**config.mk**
```make
export PLATFORM = sky130hd
export DESIGN_NAME = sorted_reg_pq_flat
export DESIGN_NICKNAME = d
export VERILOG_FILES = /design/src/rtl/sorted_reg_pq_if.sv /design/src/rtl/sorted_reg_pq.sv /design/src/flat_wrapper.sv
export SDC_FILE = /design/constraint.sdc
export NUM_CORES = 1
export LEC_CHECK = 0
export CAP_MARGIN = 20
export CORE_UTILIZATION = 38
export CTS_CLUSTER_SIZE = 40
export DETAILED_ROUTE_END_ITERATION = 6
export SYNTH_ARGS = -nofsm -noshare
export SYNTH_HDL_FRONTEND = slang
export SYNTH_SLANG_ARGS = --single-unit
```
**constraint.sdc**
```tcl
create_clock -name clk -period 4.39 [get_ports clk]
set_clock_uncertainty 0.05 [all_clocks]
set_input_delay 0.878 -clock clk [delete_from_list [all_inputs] [get_ports clk]]
set_output_delay 0.878 -clock clk [all_outputs]
set_load 0.02 [all_outputs]
```
**src/rtl/sorted_reg_pq_if.sv**
```systemverilog
// Push/pop handshake bundle for sorted_reg_pq.
//   push_valid/push_ready/push_key/push_data : producer side, one entry per fire
//   pop_valid/pop_ready/pop_key/pop_data     : consumer side, head (minimum key)
// master : the environment (drives pushes, consumes pops)
// slave  : the queue itself
interface sorted_reg_pq_if #(
  parameter int KEY_W  = 8,
  parameter int DATA_W = 8
);
  logic              push_valid;
  logic              push_ready;
  logic [KEY_W-1:0]  push_key;
  logic [DATA_W-1:0] push_data;
  logic              pop_valid;
  logic              pop_ready;
  logic [KEY_W-1:0]  pop_key;
  logic [DATA_W-1:0] pop_data;

  modport master (
    output push_valid, push_key, push_data, pop_ready,
    input  push_ready, pop_valid, pop_key, pop_data
  );

  modport slave (
    input  push_valid, push_key, push_data, pop_ready,
    output push_ready, pop_valid, pop_key, pop_data
  );
endinterface

```
**src/rtl/sorted_reg_pq.sv**
```systemverilog
// Register-array priority queue. Holds up to DEPTH {key, data} entries kept
// sorted by ascending unsigned key; slot 0 is always the minimum and is the
// head presented on the pop side. Equal keys leave in arrival order.
// Ports:
//   clk, rst   : clock, synchronous active-high reset (clears count and slots)
//   clr        : synchronous flush, empties the queue (slot contents kept)
//   bus        : push/pop valid/ready handshake bundle (slave side)
//   count      : current occupancy
//   full/empty : count == DEPTH / count == 0
// A push while full is refused even if a pop fires in the same cycle.
module sorted_reg_pq #(
  parameter int DEPTH  = 8,
  parameter int KEY_W  = 8,
  parameter int DATA_W = 8,
  parameter int CNT_W  = $clog2(DEPTH + 1)
) (
  input  logic               clk,
  input  logic               rst,
  input  logic               clr,
  sorted_reg_pq_if.slave     bus,
  output logic [CNT_W-1:0]   count,
  output logic               full,
  output logic               empty
);

  logic [KEY_W-1:0]  slot_key_p0  [DEPTH];
  logic [DATA_W-1:0] slot_data_p0 [DEPTH];
  logic [CNT_W-1:0]  count_p0;

  logic [KEY_W-1:0]  key_nxt  [DEPTH];
  logic [DATA_W-1:0] data_nxt [DEPTH];

  // Slot array extended by one zero entry so "slot above" is always in range.
  logic [KEY_W-1:0]  ext_key  [DEPTH+1];
  logic [DATA_W-1:0] ext_data [DEPTH+1];
  // Slot array shifted by one, zero below slot 0.
  logic [KEY_W-1:0]  lo_key   [DEPTH];
  logic [DATA_W-1:0] lo_data  [DEPTH];

  // stay_push[j]: valid slot j has key <= push_key (entry stays ahead of push)
  // stay_rem[j] : same test over the remaining entries after the head leaves
  logic [DEPTH-1:0]  stay_push;
  logic [DEPTH-1:0]  stay_rem;
  logic [DEPTH-1:0]  stay;
  logic [DEPTH-1:0]  stay_prev;

  logic push_fire;
  logic pop_fire;

  function automatic logic [CNT_W-1:0] next_count(
    input logic [CNT_W-1:0] cur,
    input logic             push,
    input logic             pop
  );
    logic [CNT_W-1:0] res;
    res = cur;
    if (push && !pop) res = cur + CNT_W'(1);
    if (pop && !push) res = cur - CNT_W'(1);
    return res;
  endfunction

  assign full  = (count_p0 == CNT_W'(DEPTH));
  assign empty = (count_p0 == '0);
  assign count = count_p0;

  assign bus.push_ready = !full;
  assign bus.pop_valid  = !empty;
  assign bus.pop_key    = empty ? '0 : slot_key_p0[0];
  assign bus.pop_data   = empty ? '0 : slot_data_p0[0];

  assign push_fire = bus.push_valid && !full;
  assign pop_fire  = bus.pop_ready && !empty;

  always_comb begin
    for (int j = 0; j < DEPTH; j++) begin
      ext_key[j]  = slot_key_p0[j];
      ext_data[j] = slot_data_p0[j];
    end
    ext_key[DEPTH]  = '0;
    ext_data[DEPTH] = '0;

    lo_key[0]  = '0;
    lo_data[0] = '0;
    for (int j = 1; j < DEPTH; j++) begin
      lo_key[j]  = slot_key_p0[j-1];
      lo_data[j] = slot_data_p0[j-1];
    end

    for (int j = 0; j < DEPTH; j++) begin
      stay_push[j] = (CNT_W'(j) < count_p0) && (ext_key[j] <= bus.push_key);
      stay_rem[j]  = (CNT_W'(j + 1) < count_p0) && (ext_key[j+1] <= bus.push_key);
    end
  end

  // The stay flags form a prefix (array is sorted), so the insertion slot is
  // the first j whose flag is clear while every slot below it stays.
  assign stay      = pop_fire ? stay_rem : stay_push;
  assign stay_prev = {stay[DEPTH-2:0], 1'b1};

  always_comb begin
    for (int j = 0; j < DEPTH; j++) begin
      key_nxt[j]  = pop_fire ? ext_key[j+1]  : ext_key[j];
      data_nxt[j] = pop_fire ? ext_data[j+1] : ext_data[j];
      if (push_fire && !stay[j]) begin
        if (stay_prev[j]) begin
          key_nxt[j]  = bus.push_key;
          data_nxt[j] = bus.push_data;
        end else begin
          // Entries behind the insertion point move up one relative to
          // their post-pop position.
          key_nxt[j]  = pop_fire ? ext_key[j]  : lo_key[j];
          data_nxt[j] = pop_fire ? ext_data[j] : lo_data[j];
        end
      end
    end
  end

  // ---- stage p0: slot array and occupancy ----
  always_ff @(posedge clk) begin
    if (rst) begin
      count_p0 <= '0;
      for (int j = 0; j < DEPTH; j++) begin
        slot_key_p0[j]  <= '0;
        slot_data_p0[j] <= '0;
      end
    end else if (clr) begin
      count_p0 <= '0;
    end else begin
      count_p0 <= next_count(count_p0, push_fire, pop_fire);
      for (int j = 0; j < DEPTH; j++) begin
        slot_key_p0[j]  <= key_nxt[j];
        slot_data_p0[j] <= data_nxt[j];
      end
    end
  end

endmodule

```
**src/flat_wrapper.sv**
```systemverilog
// flat-port wrapper written by rule: the top's interface ports become plain ports
module sorted_reg_pq_flat 
#(
  parameter int DEPTH  = 8,
  parameter int KEY_W  = 8,
  parameter int DATA_W = 8,
  parameter int CNT_W  = $clog2(DEPTH + 1)
)
  (clk, rst, clr, count, full, empty, bus_push_valid, bus_push_key, bus_push_data, bus_pop_ready, bus_push_ready, bus_pop_valid, bus_pop_key, bus_pop_data);
  sorted_reg_pq_if #(.KEY_W(KEY_W), .DATA_W(DATA_W)) bus_i ();
  input  logic clk;
  input  logic rst;
  input  logic clr;
  output logic [CNT_W-1:0] count;
  output logic full;
  output logic empty;
  input wire logic [$bits(bus_i.push_valid)-1:0] bus_push_valid;
  input wire logic [$bits(bus_i.push_key)-1:0] bus_push_key;
  input wire logic [$bits(bus_i.push_data)-1:0] bus_push_data;
  input wire logic [$bits(bus_i.pop_ready)-1:0] bus_pop_ready;
  output wire logic [$bits(bus_i.push_ready)-1:0] bus_push_ready;
  output wire logic [$bits(bus_i.pop_valid)-1:0] bus_pop_valid;
  output wire logic [$bits(bus_i.pop_key)-1:0] bus_pop_key;
  output wire logic [$bits(bus_i.pop_data)-1:0] bus_pop_data;
  assign bus_i.push_valid = bus_push_valid;
  assign bus_i.push_key = bus_push_key;
  assign bus_i.push_data = bus_push_data;
  assign bus_i.pop_ready = bus_pop_ready;
  assign bus_push_ready = bus_i.push_ready;
  assign bus_pop_valid = bus_i.pop_valid;
  assign bus_pop_key = bus_i.pop_key;
  assign bus_pop_data = bus_i.pop_data;
  sorted_reg_pq #(.DEPTH(DEPTH), .KEY_W(KEY_W), .DATA_W(DATA_W), .CNT_W(CNT_W)) u_core (.clk(clk), .rst(rst), .clr(clr), .bus(bus_i), .count(count), .full(full), .empty(empty));
endmodule
```
==> impl_metrics.csv, run 1 <==
group,metric,value,unit
synth,synth_top_area_share,39.2,%
detailed_routing,vias,7490,
global_route,first_global_vias,7563,
floorplan,start_util,38.9,%
timing,fmax,277,MHz
timing,finalSetupTns,0,ns
global_route,grt_max_degree,52,
clock_network,cts_tree,"done",
detailed_routing,antenna_left,0,
timing,final-hold-violation-count,0,
synth,synthTopCellsByArea,"edfxtp_1, mux2i_1, ha_1",
floorplan,die_h,163,µm
synth,syn_nets,1048,
final_layout,instances_no_fill,1342,
final_layout,postLayoutCoreUtil,44.4,%
worst_setup_path,worst_setup_path_start_kind,"input port",
final_layout,area_growth,14.3,%
clock_network,post-cts-setup-buffers,0,
timing,fin_crit_sh,82.2,%
floorplan,dieArea,26500,µm²
timing,tightest_slew,0.972,ns
worst_setup_path,cp.arrival,3.82,ns
synth,synth.cell_area,9810,µm²
clock_network,cts_buffers,17,
synth,synth.yosys.seq_area_share,40.0,%
global_route,use_met1,26.2,%
status,status,"completed",
worst_setup_path,cp_slowest_cell,"a21oi_1",
worst_setup_path,crit_family,"compound AO/OA/AOI/OAI gates",
timing,fin_crit,3.61,ns
synth,synth.yosys.warnings,0,
floorplan,io_pins,45,
floorplan,coreArea,25300,µm²
synth,synth_cells,959,
global_route,grt-busiest-layer,"met2",
clock_network,clk_pin_slew,0.06,ns
worst_setup_path,worst-setup-path-type,"in2reg",
clock_network,cts.repair.resized,0,
clock_network,clk_latency,0.43,ns
timing,fin_hold_ws,0.547,ns
timing,maxSlewHeadroom,35.0,%
worst_setup_path,path_buf_inv,2,
worst_setup_path,critPathMaxFanout,10,
clock_network,ctsRootBufferMaster,"clkbuf_16",
detailed_routing,first_pass_iters,5,
synth,synth_cell_type_count,60,
synth,synth_ff_type,"edfxtp_1",
worst_setup_path,cp_common_cell,"a21oi_1",
worst_setup_path,cp-end-kind,"flop",
timing,setup_violations,0,
global_route,met3_usage,2.22,%
clock_network,clockBufferDepth,2,
synth,synth_most_common_cell,"mux2i_1",
global_route,antenna_found_initial,0,
synth,avgSynthCellArea,10.2,µm²
synth,synth_common_cells,"mux2i_1, edfxtp_1, nand2_1",
synth,synthArstFlopShare,0,%
global_route,grt.overflow.total,0,
worst_setup_path,cp_cell_sequence,"clkdlybuf4s50_1, inv_1, ha_1, nor2b_1, o211ai_1, a21oi_1, o31ai_1, a32oi_2, a21oi_1, o2bb2ai_1",
worst_setup_path,required,4.60,ns
power,total_power,3.86,mW
power,leakage,4.73,nW
clock_network,hold_buffers,0,
flow_run,maxCapViolations,0,
final_layout,layout-drive-gt1-share,10.7,%
worst_setup_path,slowest_delay,0.68,ns
clock_network,clock_sinks,132,
floorplan,die_x,163,µm
placed_design,port_buffers,44,
synth,synth-edff-count,128,
power,powerDensity,344,nW/µm²
synth,synth_top_area_cell,"edfxtp_1",
final_layout,finalNetCount,1088,
global_route,grt_usage,19.6,%
timing,rsz0062_at_grt,"false",
clock_network,h-tree-depth,4,
power,vdd_drop_max,0.000305,V
synth,ys_seq_elements,132,
final_layout,diodes,0,
detailed_routing,initialDrtViolationCount,507,
global_route,grtUsageMet2,33.2,%
min_path,min_path_type,"reg2reg",
placed_design,place_congestion,0.822,
timing,finalMaxSlewViolations,0,
placed_design,placed_cells,1310,
detailed_routing,vias_per_cell,5.58,
global_route,grt_pass1_wl,40.7,mm
detailed_routing,drc,0,
detailed_routing,routed_wl,25.1,mm
detailed_routing,avgRoutedWirePerCell,18.7,µm
placed_design,hpwlAfterDp,18.3,mm
floorplan,std_cell_rows,58,
-- per-stage QoR --
| step | area [µm²] | worst slack (ns) |
|---|---|---|
| 2_1_floorplan | 9810 | 0.260 |
| 3_3_place_gp | 10600 | 0.397 |
| 3_5_place_dp | 10600 | 0.361 |
| 4_1_cts | 11200 | 0.798 |
| 5_1_grt | 11200 | 0.572 |
| 6_report | 11200 | 0.781 |
-- layout make-up --
| cell class | count | area [µm²] |
|---|---|---|
| Tap cell | 330 | 413 |
| Multi-Input combinational cell | 732 | 5400 |
| Inverter | 34 | 128 |
| Clock buffer | 18 | 429 |
| Timing Repair Buffer | 82 | 763 |
| Fill cell | 2393 | 14000 |
| Clock inverter | 14 | 158 |
| Sequential cell | 132 | 3920 |
-- cell usage in the layout (no fill, tap or decap), types with 3 or more instances in the layout --
master           Yosys  routed
bufinv_16            0       3
o2bb2ai_1           31      31
or2_2                6       6
a211oi_1            33      33
buf_4                6      35
a31o_2               7       7
inv_6                0       3
a21o_1               6       6
nand3_1              4       4
dfxtp_1              4       4
a21oi_1             69      69
ha_1                68      68
o22ai_1             22      22
clkinv_2             0       3
clkdlybuf4s50_1      0      44
o21ai_0             26      26
and2_1              43      43
nor2_1              72      72
clkbuf_16            0      17
o32ai_1             26      26
nand3b_1             3       3
a32o_1               4       4
o211ai_1            16      16
mux2_2               8       8
inv_1               32      32
edfxtp_1           128     128
mux2i_1            135     135
nand4_1             14      14
nand2_1             96      96
nor2b_1             10      10
buf_12               0       3
clkinv_1             0       3
-- flip-flops by register name (all words and copies together), names as in the netlist --
register             flops
u_core.count             4
u_core.slot_data_p0     64
u_core.slot_key_p0      64
-- logic make-up (layout without fill, tap and decap cells) --
family / after synthesis / in the layout / share of synthesized area, %
AND/OR/NAND/NOR: 263 / 263 / 13.0
AO/OA/AOI/OAI: 254 / 254 / 18.1
multiplexers: 143 / 143 / 14.7
flip-flops: 132 / 132 / 40.0
buffers and inverters: 95 / 148 / 5.21
adder cells (fa/ha/maj): 69 / 69 / 8.77
XOR/XNOR: 3 / 3 / 0.268
-- routing by layer --
metal	share of wire (%)	up-vias
li1	-	3746
met1	48	3535
met2	47	189
met3	4.4	20
met4	1.0	0
met5	0	-
-- final timing paths --
path              depth (start not counted)            start                   endpoint  slack (ns)
setup / recovery                         10  bus_push_key[1]   u_core.slot_key_p0[0][8]        0.78
hold / removal                            2  u_core.count[0]            u_core.count[0]        0.55
setup reg to reg                          9  u_core.count[1]  u_core.slot_data_p0[6][5]        1.03
hold reg to reg                           2  u_core.count[0]            u_core.count[0]        0.55
-- worst min-delay path: stages, from the launching register on --
cell and delay (ns):
dfxtp_1 0.36, xor2_1 0.14, nor2_1 0.04
-- where the power goes --
part | switching [mW] | internal [mW] | total, mW | leakage, nW
Combinational | 0.490 | 0.336 | 0.826 | 3.00
Sequential | 0.0729 | 1.51 | 1.58 | 1.44
Clock | 0.569 | 0.889 | 1.46 | 0.283
No activity file was read; power rests on OpenSTA's default activity.
==> run 2, diff against run 1 <==
- clock period: 4.39 -> 3.6 ns (I/O delays scaled with it)
==> impl_metrics.csv, run 2 (synthesis results as in run 1) <==
group,metric,value,unit
detailed_routing,antenna_left,0,
detailed_routing,avgRoutedWirePerCell,18.4,µm
power,powerDensity,411,nW/µm²
worst_setup_path,critPathMaxFanout,16,
global_route,grt_pass1_wl,41.6,mm
worst_setup_path,slowest_delay,0.49,ns
placed_design,placed_cells,1350,
power,clkPwrFrac,37.4,%
clock_network,post-cts-setup-buffers,0,
floorplan,std_cell_rows,58,
timing,fin_crit_sh,91.0,%
worst_setup_path,cp_slowest_cell,"clkdlybuf4s50_1",
clock_network,clock_sinks,132,
power,p_sw,1.44,mW
min_path,min_path_type,"reg2reg",
global_route,first_global_vias,7610,
worst_setup_path,cp.arrival,3.45,ns
worst_setup_path,startpoint,"bus_push_key[1]",
timing,rsz0062_at_grt,"false",
final_layout,fill_cells,2341,
timing,maxSlewHeadroom,52.3,%
timing,final-hold-violation-count,0,
detailed_routing,first_pass_iters,5,
timing,finalMaxSlewViolations,0,
placed_design,hpwlAfterDp,18.9,mm
clock_network,hold_buffers,0,
final_layout,postLayoutCoreUtil,46.0,%
worst_setup_path,worst-setup-path-type,"in2reg",
min_path,min_from,"u_core.count[1]",
power,netSwitchingFraction,30.2,%
floorplan,coreArea,25300,µm²
detailed_routing,drc,0,
clock_network,clk_pin_slew,0.06,ns
power,p_seq_share,40.3,%
timing,fin_crit,3.28,ns
detailed_routing,vias_per_cell,5.55,
placed_design,place_congestion,0.838,
power,leakage,4.97,nW
detailed_routing,initialDrtViolationCount,515,
worst_setup_path,path_buf_inv,6,
power,p_comb_share,22.3,%
worst_setup_path,crit_family,"buffers and inverters",
timing,setup_violations,0,
global_route,grt.overflow.total,0,
flow_run,maxCapViolations,0,
final_layout,layout_common_cells,"mux2i_1, edfxtp_1, nand2_1",
floorplan,io_pins,45,
clock_network,cts_tree,"done",
floorplan,die_x,163,µm
clock_network,clk_latency,0.43,ns
status,status,"completed",
timing,tightest_slew,0.715,ns
detailed_routing,vias,7665,
placed_design,port_buffers,44,
final_layout,area_growth,18.5,%
global_route,grt_usage,20.0,%
final_layout,final_common_cell,"mux2i_1",
detailed_routing,routed_wl,25.5,mm
power,p_int,3.33,mW
worst_setup_path,r2r-start,"u_core.count[1]",
final_layout,design_area,11600,µm²
global_route,grt_max_degree,46,
floorplan,dieArea,26500,µm²
floorplan,die_h,163,µm
worst_setup_path,cp_common_cell,"buf_4",
global_route,antenna_found_initial,0,
power,vdd_drop_max,0.000373,V
floorplan,start_util,38.9,%
timing,fmax,305,MHz
final_layout,layout-drive-gt1-share,14.4,%
clock_network,ctsRootBufferMaster,"clkbuf_16",
clock_network,h-tree-depth,4,
clock_network,cts_buffers,17,
final_layout,instances_no_fill,1382,
worst_setup_path,worst_setup_path_start_kind,"input port",
worst_setup_path,required,3.77,ns
worst_setup_path,cp_cell_sequence,"clkdlybuf4s50_1, inv_1, buf_4, ha_1, nor2b_1, o211ai_1, a21oi_1, o21ai_1, buf_4, a22oi_4, buf_12, buf_4, and2_1, o32ai_1",
placed_design,placed_area,11000,µm²
clock_network,cts.repair.resized,0,
final_layout,diodes,0,
worst_setup_path,cp-end-kind,"flop",
clock_network,clockBufferDepth,2,
final_layout,finalNetCount,1128,
[run 2: cell type report]
type	count	area (µm²)	share of cell area, %
flip-flops and latches	132	3920	33.8
clock inverters	15	169	1.45
inverters	34	128	1.10
multi-input cells	732	5400	46.5
clock buffers	17	425	3.66
well taps	330	413	3.55
repair buffers	122	1160	10.0
[run 2: final timing paths]
kind                                                   to  slack (ns)  depth (start not counted)
worst min register to register            u_core.count[1]        0.57                          2
worst max register to register  u_core.slot_key_p0[0][47]        0.77                          8
worst min-delay path                      u_core.count[1]        0.57                          2
worst max-delay path            u_core.slot_key_p0[0][43]        0.32                         14
[run 2: worst reg2reg max path, cell delays in order (launching register included)]
cell and delay, ns:
dfxtp_1 0.38, inv_1 0.12, ha_1 0.39, nand2_4 0.22, nand2_4 0.13, buf_4 0.58, mux2i_1 0.32, mux2i_1 0.13
a32o_1 0.26
[run 2: per-layer routing]
layer | GRT usage (%) | up-vias | part of all wire [%]
li1 | - | 3836 | -
met1 | 27.5 | 3623 | 47
met2 | 32.8 | 185 | 47
met3 | 2.65 | 21 | 4.2
met4 | 5.18 | 0 | 1.2
met5 | 0 | - | 0
[run 2: power groups by stage]
stage	registers (mW)	clock network, mW	logic, mW
after detailed placement	1.96	0	1.06
final	1.93	1.79	1.06
after CTS	1.93	1.81	1.07
after global placement	1.95	0	1.04
after global routing	1.94	1.86	1.18
after floorplan	1.93	0	0.741
[run 2: through the flow]
stage | hold WS [ns] | total power [mW] | setup TNS (ns) | setup slack (ns)
after floorplan | 0.551 | 2.67 | 0 | 0.440
after global placement | 0.535 | 3.00 | -0.297 | -0.0260
after detailed placement | 0.556 | 3.02 | -0.800 | -0.135
after CTS | 0.568 | 4.80 | 0 | 0.298
after global routing | 0.596 | 4.98 | 0 | 0.118
final | 0.571 | 4.78 | 0 | 0.323
==> run 3, diff against run 2 <==
- MAX_ROUTING_LAYER: unset -> met4
==> impl_metrics.csv, run 3 (synthesis results as in run 1) <==
group,metric,value,unit
worst_setup_path,r2r_end,"u_core.slot_key_p0[0][47]",
clock_network,h-tree-depth,4,
timing,fin_ws,0.305,ns
clock_network,ctsRootBufferMaster,"clkbuf_16",
detailed_routing,antenna_left,0,
clock_network,clk_latency,0.42,ns
final_layout,fill_cells,2341,
global_route,grt_usage,20.6,%
detailed_routing,vias,7648,
placed_design,dp_worst_setup_slack,-0.135,ns
placed_design,place_congestion,0.851,
worst_setup_path,cp-end-kind,"flop",
timing,maxSlewHeadroom,52.2,%
timing,fin_crit_sh,91.5,%
final_layout,layout-drive-gt1-share,14.4,%
final_layout,design_area,11600,µm²
global_route,grt_max_degree,46,
floorplan,die_h,163,µm
final_layout,final_common_cell,"mux2i_1",
floorplan,io_pins,45,
detailed_routing,vias_per_cell,5.53,
timing,final-hold-violation-count,0,
clock_network,post-cts-setup-buffers,0,
timing,fin_crit,3.29,ns
timing,setup_violations,0,
placed_design,placed_area,11000,µm²
clock_network,clk_pin_slew,0.06,ns
timing,rsz0062_at_grt,"false",
floorplan,std_cell_rows,58,
clock_network,cts.repair.resized,0,
power,powerDensity,411,nW/µm²
timing,fin_hold_ws,0.571,ns
global_route,antenna_found_initial,0,
global_route,grt.overflow.total,0,
worst_setup_path,reg2reg_slack,0.77,ns
detailed_routing,initialDrtViolationCount,564,
detailed_routing,routed_wl,25.4,mm
worst_setup_path,endpoint,"u_core.slot_key_p0[0][43]",
final_layout,layout_common_cells,"mux2i_1, edfxtp_1, nand2_1",
clock_network,clockBufferDepth,2,
power,vdd_drop_max,0.000371,V
floorplan,start_util,38.9,%
clock_network,clock_sinks,132,
floorplan,die_x,163,µm
worst_setup_path,worst-setup-path-type,"in2reg",
power,leakage,4.97,nW
detailed_routing,avgRoutedWirePerCell,18.4,µm
final_layout,area_growth,18.5,%
global_route,first_global_vias,7597,
floorplan,dieArea,26500,µm²
worst_setup_path,ff2ff_path_depth,8,
final_layout,diodes,0,
timing,tightest_slew,0.718,ns
clock_network,cts_tree,"done",
timing,finalMaxSlewViolations,0,
timing,fmax,304,MHz
status,status,"completed",
placed_design,hpwlAfterDp,18.9,mm
min_path,min_path_type,"reg2reg",
final_layout,finalNetCount,1128,
worst_setup_path,required,3.77,ns
worst_setup_path,r2r-start,"u_core.count[0]",
clock_network,hold_buffers,0,
detailed_routing,first_pass_iters,5,
floorplan,coreArea,25300,µm²
worst_setup_path,cp.arrival,3.46,ns
placed_design,port_buffers,44,
detailed_routing,drc,0,
flow_run,maxCapViolations,0,
worst_setup_path,critPathMaxFanout,16,
worst_setup_path,worst_setup_path_start_kind,"input port",
worst_setup_path,startpoint,"bus_push_key[1]",
global_route,grt_pass1_wl,41.6,mm
clock_network,cts_buffers,17,
==> run 3: cell counts in the layout (fill, tap and decap cells not counted) <==
Identical to the previous run, type by type.
==> run 3: through the flow <==
step	util, %	cells	power, mW	TNS, ns
final	46.0	1382	4.78	0
after global routing	46.0	1382	4.98	0
after CTS	46.0	1382	4.80	0
after detailed placement	43.7	1350	3.02	-0.800
after global placement	43.7	1350	3.00	-0.297
after floorplan	-	959	2.67	0
==> run 3: routing by layer <==
metal | GRT usage, % | wire length, µm | up-vias
met2 | 32.8 | 12000 | 171
met4 | 5.18 | 295 | 0
met1 | 27.6 | 12000 | 3626
li1 | - | - | 3829
met5 | - | 0 | -
met3 | 2.65 | 1130 | 22
==> run 3: worst max-delay path, stage by stage <==
cell,delay (ns)
clkdlybuf4s50_1,0.49
inv_1,0.14
buf_4,0.18
ha_1,0.30
nor2b_1,0.14
o211ai_1,0.20
a21oi_1,0.09
o21ai_1,0.21
buf_4,0.16
a22oi_4,0.05
buf_12,0.16
buf_4,0.17
and2_1,0.15
o32ai_1,0.29
==> run 3: cell type report <==
| type | count | area [µm²] | area share, % |
|---|---|---|---|
| Clock buffer | 17 | 425 | 3.66 |
| Clock inverter | 15 | 169 | 1.45 |
| Inverter | 34 | 128 | 1.10 |
| Multi-Input combinational cell | 732 | 5400 | 46.5 |
| Sequential cell | 132 | 3920 | 33.8 |
| Tap cell | 330 | 413 | 3.55 |
| Timing Repair Buffer | 122 | 1160 | 10.0 |
==> run 3: worst min-delay path by stage <==
stage,from,end,cells past startpoint
after floorplan,u_core.slot_data_p0[2][0],u_core.slot_data_p0[1][0],2
after global placement,u_core.count[1],u_core.count[1],2
after detailed placement,u_core.count[1],u_core.count[1],2
after CTS,u_core.count[1],u_core.count[1],2
after global routing,u_core.count[1],u_core.count[1],2
final,u_core.count[1],u_core.count[1],2
==> run 3: report_power, final <==
part / total (mW) / internal [mW] / switching (mW) / leakage (nW)
logic: 1.06 / 0.457 / 0.606 / 3.23
registers: 1.93 / 1.84 / 0.0909 / 1.44
clock network: 1.79 / 1.04 / 0.747 / 0.294
total: 4.78 / 3.33 / 1.44 / 4.97
